===== config.mk =====
export PLATFORM = sky130hd
export DESIGN_NAME = key_input_conditioner
export DESIGN_NICKNAME = d
export VERILOG_FILES = /design/src/rtl/key_input_conditioner.sv
export SDC_FILE = /design/constraint.sdc
export NUM_CORES = 1
export LEC_CHECK = 0
export CORE_ASPECT_RATIO = 1.4
export CORE_UTILIZATION = 54
export DETAILED_ROUTE_END_ITERATION = 16
export PLACE_DENSITY = 0.76
export SETUP_SLACK_MARGIN = 0.02
export SLEW_MARGIN = 20
export SYNTH_ARGS = -nofsm -noshare
export SYNTH_HDL_FRONTEND = slang
export SYNTH_SLANG_ARGS = --single-unit

===== constraint.sdc =====
create_clock -name clk -period 2.8 [get_ports clk]
set_clock_uncertainty 0.05 [all_clocks]
set_input_delay 0.56 -clock clk [delete_from_list [all_inputs] [get_ports clk]]
set_output_delay 0.56 -clock clk [all_outputs]
set_load 0.02 [all_outputs]

===== src/rtl/key_input_conditioner.sv =====
// Keypad conditioner: two-flop synchronizer, per-key sampled debounce and
// press/release/long-press pulse generation with a registered any-key flag.
module key_input_conditioner #(
  parameter int N_KEYS       = 12,
  parameter int DB_SAMPLES   = 8,
  parameter int LONG_SAMPLES = 1000
) (
  input  logic              clk,
  input  logic              rst,
  input  logic              tick_sample,
  input  logic [N_KEYS-1:0] key_raw,
  output logic [N_KEYS-1:0] key_level,
  output logic [N_KEYS-1:0] key_press,
  output logic [N_KEYS-1:0] key_release,
  output logic [N_KEYS-1:0] key_long,
  output logic              key_any
);

  localparam int              CW       = $clog2(DB_SAMPLES + 1);
  localparam logic [CW-1:0]   DB_LAST  = CW'(DB_SAMPLES - 1);
  localparam logic [CW-1:0]   DB_ONE   = CW'(1);
  localparam logic [CW-1:0]   DB_ZERO  = CW'(0);
  localparam logic [15:0]     LONG_MAX = 16'(LONG_SAMPLES);
  localparam logic [15:0]     LONG_PRE = 16'(LONG_SAMPLES - 1);

  logic [N_KEYS-1:0]          sync1_q;
  logic [N_KEYS-1:0]          sync2_q;

  logic [N_KEYS-1:0][CW-1:0]  db_cnt_q;
  logic [N_KEYS-1:0][CW-1:0]  db_cnt_d;
  logic [N_KEYS-1:0][15:0]    hold_q;
  logic [N_KEYS-1:0][15:0]    hold_d;
  logic [N_KEYS-1:0]          level_q;
  logic [N_KEYS-1:0]          level_d;
  logic [N_KEYS-1:0]          press_q;
  logic [N_KEYS-1:0]          press_d;
  logic [N_KEYS-1:0]          release_q;
  logic [N_KEYS-1:0]          release_d;
  logic [N_KEYS-1:0]          long_q;
  logic [N_KEYS-1:0]          long_d;
  logic                       any_q;
  logic                       any_d;

  // Two-flop synchronizer for the asynchronous raw key lines.
  always_ff @(posedge clk or negedge rst) begin
    if (!rst) begin
      sync1_q <= '0;
      sync2_q <= '0;
    end else begin
      sync1_q <= key_raw;
      sync2_q <= sync1_q;
    end
  end

  // Per-key debounce, hold counting and single-cycle event pulses.
  always_comb begin
    db_cnt_d  = db_cnt_q;
    hold_d    = hold_q;
    level_d   = level_q;
    press_d   = '0;
    release_d = '0;
    long_d    = '0;
    for (int k = 0; k < N_KEYS; k++) begin
      if (tick_sample) begin
        if (sync2_q[k] == level_q[k]) begin
          db_cnt_d[k] = DB_ZERO;
        end else if (db_cnt_q[k] == DB_LAST) begin
          db_cnt_d[k]  = DB_ZERO;
          level_d[k]   = ~level_q[k];
          press_d[k]   = ~level_q[k];
          release_d[k] = level_q[k];
        end else begin
          db_cnt_d[k] = db_cnt_q[k] + DB_ONE;
        end

        // A release clears the hold count and wins over a coincident long pulse.
        if (!level_q[k]) begin
          hold_d[k] = 16'd0;
        end else if (!level_d[k]) begin
          hold_d[k] = 16'd0;
        end else if (hold_q[k] < LONG_MAX) begin
          hold_d[k] = hold_q[k] + 16'd1;
          long_d[k] = (hold_q[k] == LONG_PRE);
        end else begin
          hold_d[k] = hold_q[k];
        end
      end else begin
        db_cnt_d[k] = db_cnt_q[k];
        hold_d[k]   = hold_q[k];
      end
    end
    any_d = |level_d;
  end

  // Conditioner state and registered outputs.
  always_ff @(posedge clk or negedge rst) begin
    if (!rst) begin
      db_cnt_q  <= '0;
      hold_q    <= '0;
      level_q   <= '0;
      press_q   <= '0;
      release_q <= '0;
      long_q    <= '0;
      any_q     <= 1'b0;
    end else begin
      db_cnt_q  <= db_cnt_d;
      hold_q    <= hold_d;
      level_q   <= level_d;
      press_q   <= press_d;
      release_q <= release_d;
      long_q    <= long_d;
      any_q     <= any_d;
    end
  end

  assign key_level   = level_q;
  assign key_press   = press_q;
  assign key_release = release_q;
  assign key_long    = long_q;
  assign key_any     = any_q;

endmodule


# After elaboration in Yosys (flattened, before gate mapping)
# Cells that the tools add are included.
# totals
latch_bits	0
input_bits	15
word_cells	368
mem_bits_ro	0
ram_bits	0
output_inout_bits	49
memories	0
register_bits	313
# classes
magnitude_cmp	12
n_addsub	24
multipliers	0
reduce_logical	13
n_mux	228
div_mod_pow	0
bitwise	12
eq_ne	48
shifts	0
# op_table
cell	n
$mux W16	36
$add A16 B1 Y16 const B	12
$eq A16 B10 Y1 const B	12
$lt A16 B10 Y1 const B	12
$mux W1	168
$mux W4	24
$add A4 B1 Y4 const B	12
$eq A4 B3 Y1 const B	12
$ne A3 B2 Y1 const B	12
$reduce_and A2 Y1	12
$eq A1 B1 Y1	12
$not A1 Y1	12
$reduce_or A12 Y1	1

# Logic depth before layout (Yosys ltp)
# Gate-level depths: netlist (run 1).
# logic_depth
ltp_word	7
mapped_depth	7
mapped_depth_nobuf	6

# Worst setup path before layout (run 1)
# OpenSTA, ideal clock, no wires.
# synth_path
kind	input-to-reg
from	in tick_sample
to	reg hold_q[86] (netlist bit)
arrival_time_ns	2.010
setup_slack_ns	0.621
stages	6
path_buffers	1
setup_ns	0.119
required_time_ns	2.631
path_cell_list	or4b_1 > or4_1 > buf_6 > nor4_4 > xnor2_1 > nor2_2
# synth_between
elab_chain_cells	1
# synth_lines
item	line	text
start: declaration	10	input logic tick_sample,
$reduce_and A2 Y1 (no line)	n/a	
end signal: assignment	107	hold_q <= hold_d;
end: declaration	31	logic [N_KEYS-1:0][15:0] hold_q;
# No other way between the ends.
# A chain may end at the register's enable or synchronous reset.

# Worst setup path after layout (run 1)
# layout_path
from	reg level_q[10], in the netlist key_level[10]
to	out key_level[10]
# layout_rtl
item	line	text
start: declaration	33	logic [N_KEYS-1:0] level_q;
start signal: assignment	108	level_q <= level_d;
end: declaration	12	output logic [N_KEYS-1:0] key_level,
# No word-level cell between the ends.

==> reports/qor.txt, run 1 <==
Slew @ Worst Pin = 0.793 ns
Slowest CP cell = clkdlybuf4s50_1
Crit path kind = reg -> out
Row count = 69
Number of synthesized register bits = 313
DRT Pass-1 Iters = 5
# setup viols final = 0
Num Clock Sinks = 313
Die area = 26500 µm²
First-pass GRT wire length = 47.0 mm
Largest net degree at the start of global routing = 75
Worst slew margin = 46.7%
Vias in the first global route = 10193
Maximum clock insertion buffer count = 3
CTS HTree Levels = 1
Tcrit/Tclk final = 82.9%
Syn. warnings = 0
Starting Density = 54.9%
Nets@finish = 1481
Max VDD drop = 628 µV
Cells after Synth = 1344
Most used DFF post-synth = dfrtp_1
Top post-synthesis cells by area = dfrtp_1 (56%), nand2_1 (4.3%), xnor2_1 (3.6%)
Core Region = 25400 µm²
Crit path DAT = 1.71 ns
Final setup TNS = 0 ns
Drt drc = 0
Startpoint Class = register
Initial drt markers = 427
Synth top area share = 56.2%
Avg Cell Area, Syn = 10.4 µm²
Pwr Total = 10.1 mW
Postcts setup bufs = 0
Crit path time final = 2.32 ns
Final wirelength = 27.4 mm
Reg clk slew, reported paths = 0.06 ns
Syn Nets = 1383
Most common cell after layout, fill and taps aside = dfrtp_1
Placer Congestion = 0.890
Slowest stage delay, CP = 0.66 ns
Pwr dens = 625 nW/µm²
Wire per inst = 15.4 µm
Endpoints failing hold = 0
CTS Buf Count = 31
RSZ-0062 raised after global routing = false
Critical Path End Type = output port
Post-synth EDFFs = 0
CP Max Fanout = 7
CP Data Required Time = 2.19 ns
Status = completed
Fmax = 431 MHz
Area grow syn2layout = 16.3%
Die H = 192 µm
Leak = 7.10 nW
PortBufs = 63
Worst path cell trace = clkdlybuf4s50_1
Setup WS pre-CTS = 0.171 ns
CP top delay family = buffers and inverters
Type of the tightest min-delay check = reg -> reg
Async SR Flop Fraction = 100%
Grt ovf = 0
Bufs and invs on worst path = 1
Final worst slack = 0.479 ns
Skew-Pair Late Insertion Delay = 0.56 ns
Root Buffer = clkbuf_16
R2R Setup Slk = 0.58 ns
Cell variety after synth = 66
Pins Over Slew Limit = 0
Overall global routing resource usage = 21.7%
Antenna violations before repair = 0
Routed via count = 10166
Antenna cells = 0
Most frequent cells in the layout = dfrtp_1 (313), nand2_1 (161), nor2_1 (127)
ANT nets after route = 0
Proportion of layout cells with a drive suffix above 1 = 8.32%
CTS tree = yes
Final HPWL DP = 18.8 mm
Post-Syn Area = 13900 µm²
Vias/cell = 5.70
Die Wd = 138 µm
Sequential cell area fraction in the yosys report = 56.2%
IO Count = 64
Max Cap Violations = 0
Top cell type by total area after synthesis = dfrtp_1
==> cell families (layout without fill, tap and decap cells) <==
group,count (synthesis),count (layout),share of synthesized area (%)
buf+inv,50,172,1.47
fa+ha+maj,24,24,2.16
compound gates,202,202,9.11
flops,313,313,56.2
xor+xnor,65,65,4.09
simple gates,665,665,25.1
mux,25,25,1.90
==> metrics by stage <==
stage	area, µm²	hold WS (ns)	instances	util, %
2_1_floorplan	13900	0.214	1344	-
3_3_place_gp	15100	0.282	1727	59.6
3_5_place_dp	15100	0.285	1727	59.6
4_1_cts	16200	0.299	1785	63.8
5_1_grt	16200	0.306	1785	63.8
6_report	16200	0.297	1785	63.8
==> final timing paths <==
kind	start	endpoint	cells past startpoint
setup / recovery	key_level[10]	key_level[10]	1
hold / removal	sync1_q[10]	sync2_q[10]	0
setup reg to reg	hold_q[91]	hold_q[86]	5
hold reg to reg	sync1_q[10]	sync2_q[10]	0
max in group asynchronous	rst	hold_q[65]	3
min in group asynchronous	rst	hold_q[13]	2
==> flip-flops by register name, indices dropped and copies added (netlist names) <==
signal       cells
sync1_q         12
key_long        12
key_level       12
key_release     12
hold_q         192
db_cnt_q        48
key_any          1
key_press       12
sync2_q         12
==> cell usage after synthesis (23+ instances only) <==
master and n:
nor2b_1 24, ha_1 24, and2_1 60, nor3b_1 32, clkbuf_1 23, o31ai_1 23, nand2_1 161, nor3_1 53
nor4_1 32, xnor2_1 58, o21ai_0 69, nor2_1 127, a21oi_1 35, nand3_1 52, dfrtp_1 313
==> repair_timing <==
item,CTS,global route
endpoints found under the hold margin,64,0
hold buffers,1,0
gates resized for setup,0,0
==> routing by layer <==
layer	wire [µm]	share of wire [%]	vias up	track usage, %
met5	0	0	-	0
met4	704	2.6	0	6.73
met3	1130	4.1	43	3.04
met2	13900	51	181	38.4
li1	-	-	4947	-
met1	11700	43	4995	27.3
==> final cells by class <==
type,instances,area (µm²)
multi-input combinational,981,5900
clock inverter,19,225
clock buffer,38,842
fill,1999,9180
inverter,20,75.1
tap,319,399
timing repair buffer,95,936
sequential,313,7830
==> report_power, final <==
group          leakage, nW  internal, mW  total [mW]  switching, mW
logic                 2.31         0.378       0.942          0.564
registers             4.29          4.70        4.89          0.191
clock network        0.509          2.52        4.29           1.77
total                 7.10          7.59        10.1           2.53
Note: power is estimated with default switching activity, not from simulation.
==> run 2, diff against run 1 <==
Clock period 2.8 ns to 2.4 ns, I/O delays scaled along.
==> reports/qor.txt, run 2 (synthesized netlist as in run 1, its figures left out) <==
Maximum clock insertion buffer count = 3
Slew @ Worst Pin = 0.625 ns
Drt drc = 0
Reg area = 7830 µm²
Final setup TNS = 0 ns
Max Cap Violations = 0
# setup viols final = 0
Max VDD drop = 789 µV
Routed via count = 10325
Antenna violations before repair = 0
Max Used Layer = met4
ANT nets after route = 0
Most frequent cells in the layout = dfrtp_1 (313), nand2_1 (161), nor2_1 (127)
Initial drt markers = 505
Largest net degree at the start of global routing = 67
Max FFs per register = 192
Skew-Pair Late Insertion Delay = 0.56 ns
Pins Over Slew Limit = 0
Crit path time final = 2.24 ns
Starting Density = 54.9%
Antenna cells = 0
Die Wd = 138 µm
Reg clk slew, reported paths = 0.06 ns
CP Max Fanout = 1
DRT Pass-1 Iters = 6
First-pass GRT wire length = 48.0 mm
Reg2Reg Depth = 5
Slowest stage delay, CP = 0.67 ns
Tcrit/Tclk final = 93.2%
Fill count = 1990
Final HPWL DP = 19.6 mm
Nets@finish = 1510
DR WL met3 = 936 µm
Critical Path Stages = 1
Crit path DAT = 1.71 ns
Root Buffer = clkbuf_16
Metal-1 WL = 12.4 mm
Worst path cell trace = clkdlybuf4s50_1
Worst slew margin = 58.3%
Leak = 7.26 nW
Worst Setup EP = key_any
Core Region = 25400 µm²
Status = completed
Overall global routing resource usage = 22.2%
Placer Congestion = 0.901
Hold_ws = 0.296 ns
Slowest CP cell = clkdlybuf4s50_1
Proportion of layout cells with a drive suffix above 1 = 10.2%
Num Clock Sinks = 313
Most common cell after layout, fill and taps aside = dfrtp_1
CTS tree = yes
Grt ovf = 0
Vias in the first global route = 10337
CP top delay family = buffers and inverters
Pwr dens = 718 nW/µm²
Setup crit start = key_any
CTS HTree Levels = 1
DR WL met2 = 14.1 mm
Critical Path End Type = output port
Endpoints failing hold = 0
Top flop regs = hold_q: 192 flops, db_cnt_q: 48 flops
RSZ-0062 raised after global routing = false
Die area = 26500 µm²
Most flop-heavy register = hold_q
Bufs and invs on worst path = 1
Final wirelength = 28.2 mm
Startpoint Class = register
CTS Buf Count = 29
PortBufs = 63
Row count = 69
Area of the multi-input gates = 5910 µm²
R2R Path End = hold_q[166]
CP Data Required Time = 1.87 ns
Area grow syn2layout = 17.7%
Pwr Total = 11.8 mW
R2R Setup Slk = 0.22 ns
Crit path kind = reg -> out
IO Count = 64
Die H = 192 µm
Wire per inst = 15.5 µm
Fmax = 447 MHz
Type of the tightest min-delay check = in -> reg
Vias/cell = 5.69
Reg2reg start = hold_q[170]
[run 2: cell types whose count changed in the layout (fill, tap and decap cells not counted)]
cell        previous run  this run
buf_4                 26        59
clkbuf_8               4         9
clkinvlp_4             6         1
clkinv_2               5         8
buf_12                 5         3
clkbuf_16             31        29
inv_6                  3         1
clkbuf_1               3         2
clkinv_4               1         0
nor4_1                32        31
nor4_4                 1         2
[run 2: timing repair]
item,4_1_cts,5_1_grt
pin swaps,0,0
resized for setup,1,1
hold buffers,1,0
gates cloned,0,0
endpoints found under the setup margin,1,1
endpoints found under the hold margin,57,0
setup buffers,0,0
[run 2: worst min path at each step]
stage,start,endpoint,depth (start not counted)
floorplan,rst,db_cnt_q[0],0
global placement,sync1_q[2],sync2_q[2],0
detailed placement,sync1_q[0],sync2_q[0],0
CTS,tick_sample,hold_q[85],2
global route,sync1_q[11],sync2_q[11],0
finish,tick_sample,hold_q[85],2
[run 2: cell type report]
cell class                 instances  area share, %
sequential                       313           47.8
multi-input combinational        981           36.1
timing repair buffer             126           6.98
clock buffer                      40           5.23
tap                              319           2.43
clock inverter                    14           1.08
inverter                          20          0.458
[run 2: metrics by stage]
| stage | cell area (µm²) | setup WS, ns | utilization, % | std cells |
|---|---|---|---|---|
| after floorplan | 13900 | 0.301 | - | 1344 |
| after global placement | 15300 | -0.370 | 60.4 | 1758 |
| after detailed placement | 15300 | -0.424 | 60.4 | 1758 |
| after CTS | 16400 | 0.125 | 64.6 | 1813 |
| after global routing | 16400 | 0.0248 | 64.6 | 1813 |
| final | 16400 | 0.163 | 64.6 | 1813 |
[run 2: per-layer routing]
metal	global-route usage (%)	vias to the layer above
li1	-	4991
met4	7.27	0
met3	2.82	50
met2	38.6	169
met1	28.6	5115
met5	0	-
[run 2: power by group]
| group | total, mW | internal (mW) | leakage (nW) | switching, mW |
|---|---|---|---|---|
| Clock | 4.88 | 2.92 | 0.517 | 1.96 |
| Sequential | 5.71 | 5.48 | 4.29 | 0.224 |
| Combinational | 1.18 | 0.491 | 2.45 | 0.693 |
| Total | 11.8 | 8.89 | 7.26 | 2.87 |
==> run 3, diff against run 2 <==
Settings changed: CORE_UTILIZATION 54 to 60, PLACE_DENSITY 0.76 to 0.83.
==> reports/qor.txt, run 3 (synthesized netlist as in run 1, its figures left out) <==
Status = completed
Max FFs per register = 192
CP Max Fanout = 8
Top flop regs = hold_q: 192 flops, db_cnt_q: 48 flops
Tcrit/Tclk final = 95.1%
Wire per inst = 16.0 µm
First-pass GRT wire length = 48.3 mm
Setup crit start = hold_q[91]
Routed via count = 10449
Antenna cells = 0
Hold_ws = 0.297 ns
Starting Density = 61.4%
Final HPWL DP = 19.2 mm
Max VDD drop = 639 µV
ANT nets after route = 0
Root Buffer = clkbuf_16
Pins Over Slew Limit = 0
Pwr Total = 11.3 mW
Pwr dens = 702 nW/µm²
CTS HTree Levels = 1
R2R Path End = key_long[5]
Antenna violations before repair = 0
Area after DPL = 15200 µm²
Worst Setup EP = key_long[5]
Leak = 7.13 nW
Num Clock Sinks = 313
Fmax = 438 MHz
Maximum clock insertion buffer count = 3
Core Region = 22700 µm²
DRT Pass-1 Iters = 5
Worst Hold Launch = sync1_q[11]
CP Data Required Time = 2.78 ns
Crit path DAT = 2.66 ns
IO Count = 64
Setup WS pre-CTS = -0.0949 ns
Crit path kind = reg -> reg
Final worst slack = 0.117 ns
Reg2Reg Depth = 5
Final wirelength = 28.4 mm
Row count = 65
Fill count = 1586
Most common cell after layout, fill and taps aside = dfrtp_1
Die Wd = 131 µm
Slew @ Worst Pin = 0.764 ns
Type of the tightest min-delay check = reg -> reg
CTS Buf Count = 29
PortBufs = 63
Most flop-heavy register = hold_q
Post-route cell area = 16200 µm²
Die H = 182 µm
Grt ovf = 0
Worst slew margin = 48.7%
Reg clk slew, reported paths = 0.06 ns
Die area = 23800 µm²
Proportion of layout cells with a drive suffix above 1 = 9.01%
Vias/cell = 5.88
Nets@finish = 1492
Endpoints failing hold = 0
RSZ-0062 raised after global routing = false
Most frequent cells in the layout = dfrtp_1 (313), nand2_1 (161), nor2_1 (127)
Skew-Pair Late Insertion Delay = 0.55 ns
R2R Setup Slk = 0.12 ns
Initial drt markers = 638
Largest net degree at the start of global routing = 68
Vias in the first global route = 10637
Drt drc = 0
Reg2reg start = hold_q[91]
Placer Congestion = 0.909
Max Cap Violations = 0
Startpoint Class = register
Crit path time final = 2.28 ns
Overall global routing resource usage = 24.8%
Area grow syn2layout = 16.0%
# setup viols final = 0
CTS tree = yes
Critical Path End Type = register
Fin util = 71.2%
run 3: cell count changes in the layout (fill, tap and decap cells not counted):
cell	before	now
a22oi_1	1	0
a22oi_2	0	1
buf_12	3	5
buf_4	59	39
bufinv_16	4	1
clkbuf_1	2	3
clkbuf_8	9	7
clkinv_2	8	11
clkinv_4	0	1
nor4_1	31	32
nor4_4	2	1
run 3: repair_timing:
action | CTS | global route
endpoints found under the setup margin | 0 | 1
hold buffers | 1 | 0
resized for setup | 0 | 1
endpoints found under the hold margin | 46 | 0
buffers inserted | 0 | 0
run 3: worst min-delay path by stage:
stage | end | slack, ns | depth (start not counted)
floorplan | db_cnt_q[0] | 0.13 | 0
global placement | sync2_q[0] | 0.28 | 0
detailed placement | sync2_q[11] | 0.29 | 0
CTS | sync1_q[9] | 0.30 | 1
global route | sync1_q[9] | 0.30 | 1
finish | sync2_q[11] | 0.30 | 0
run 3: cell type report:
type / count / area, µm² / area share, %
Clock inverter: 15 / 110 / 0.681
Tap cell: 301 / 377 / 2.33
Sequential cell: 313 / 7830 / 48.5
Multi-Input combinational cell: 981 / 5900 / 36.5
Clock buffer: 39 / 833 / 5.16
Inverter: 20 / 75.1 / 0.465
Timing Repair Buffer: 108 / 1030 / 6.39
run 3: metrics by stage:
step	TNS [ns]	std cells
CTS	0	1777
global route	0	1777
finish	0	1777
global placement	-0.0603	1722
floorplan	0	1344
detailed placement	-0.438	1722
run 3: power breakdown:
group / switching (mW) / internal [mW] / leakage, nW
registers: 0.231 / 5.48 / 4.29
clock network: 1.97 / 2.54 / 0.477
logic: 0.663 / 0.454 / 2.37
run 3: per-layer routing:
layer	GRT usage (%)	vias up	routed length, µm
met3	2.96	74	1020
met4	9.70	0	914
li1	-	4960	-
met5	0	-	0
met2	43.9	218	14600
met1	30.5	5197	11800
run 3: worst max-delay path, cell delays in order (launching register included):
cell     delay (ns)
dfrtp_1        0.38
or4b_1         0.53
or4_1          0.60
nor2_1         0.22
nand2_1        0.10
nor4_1         0.29
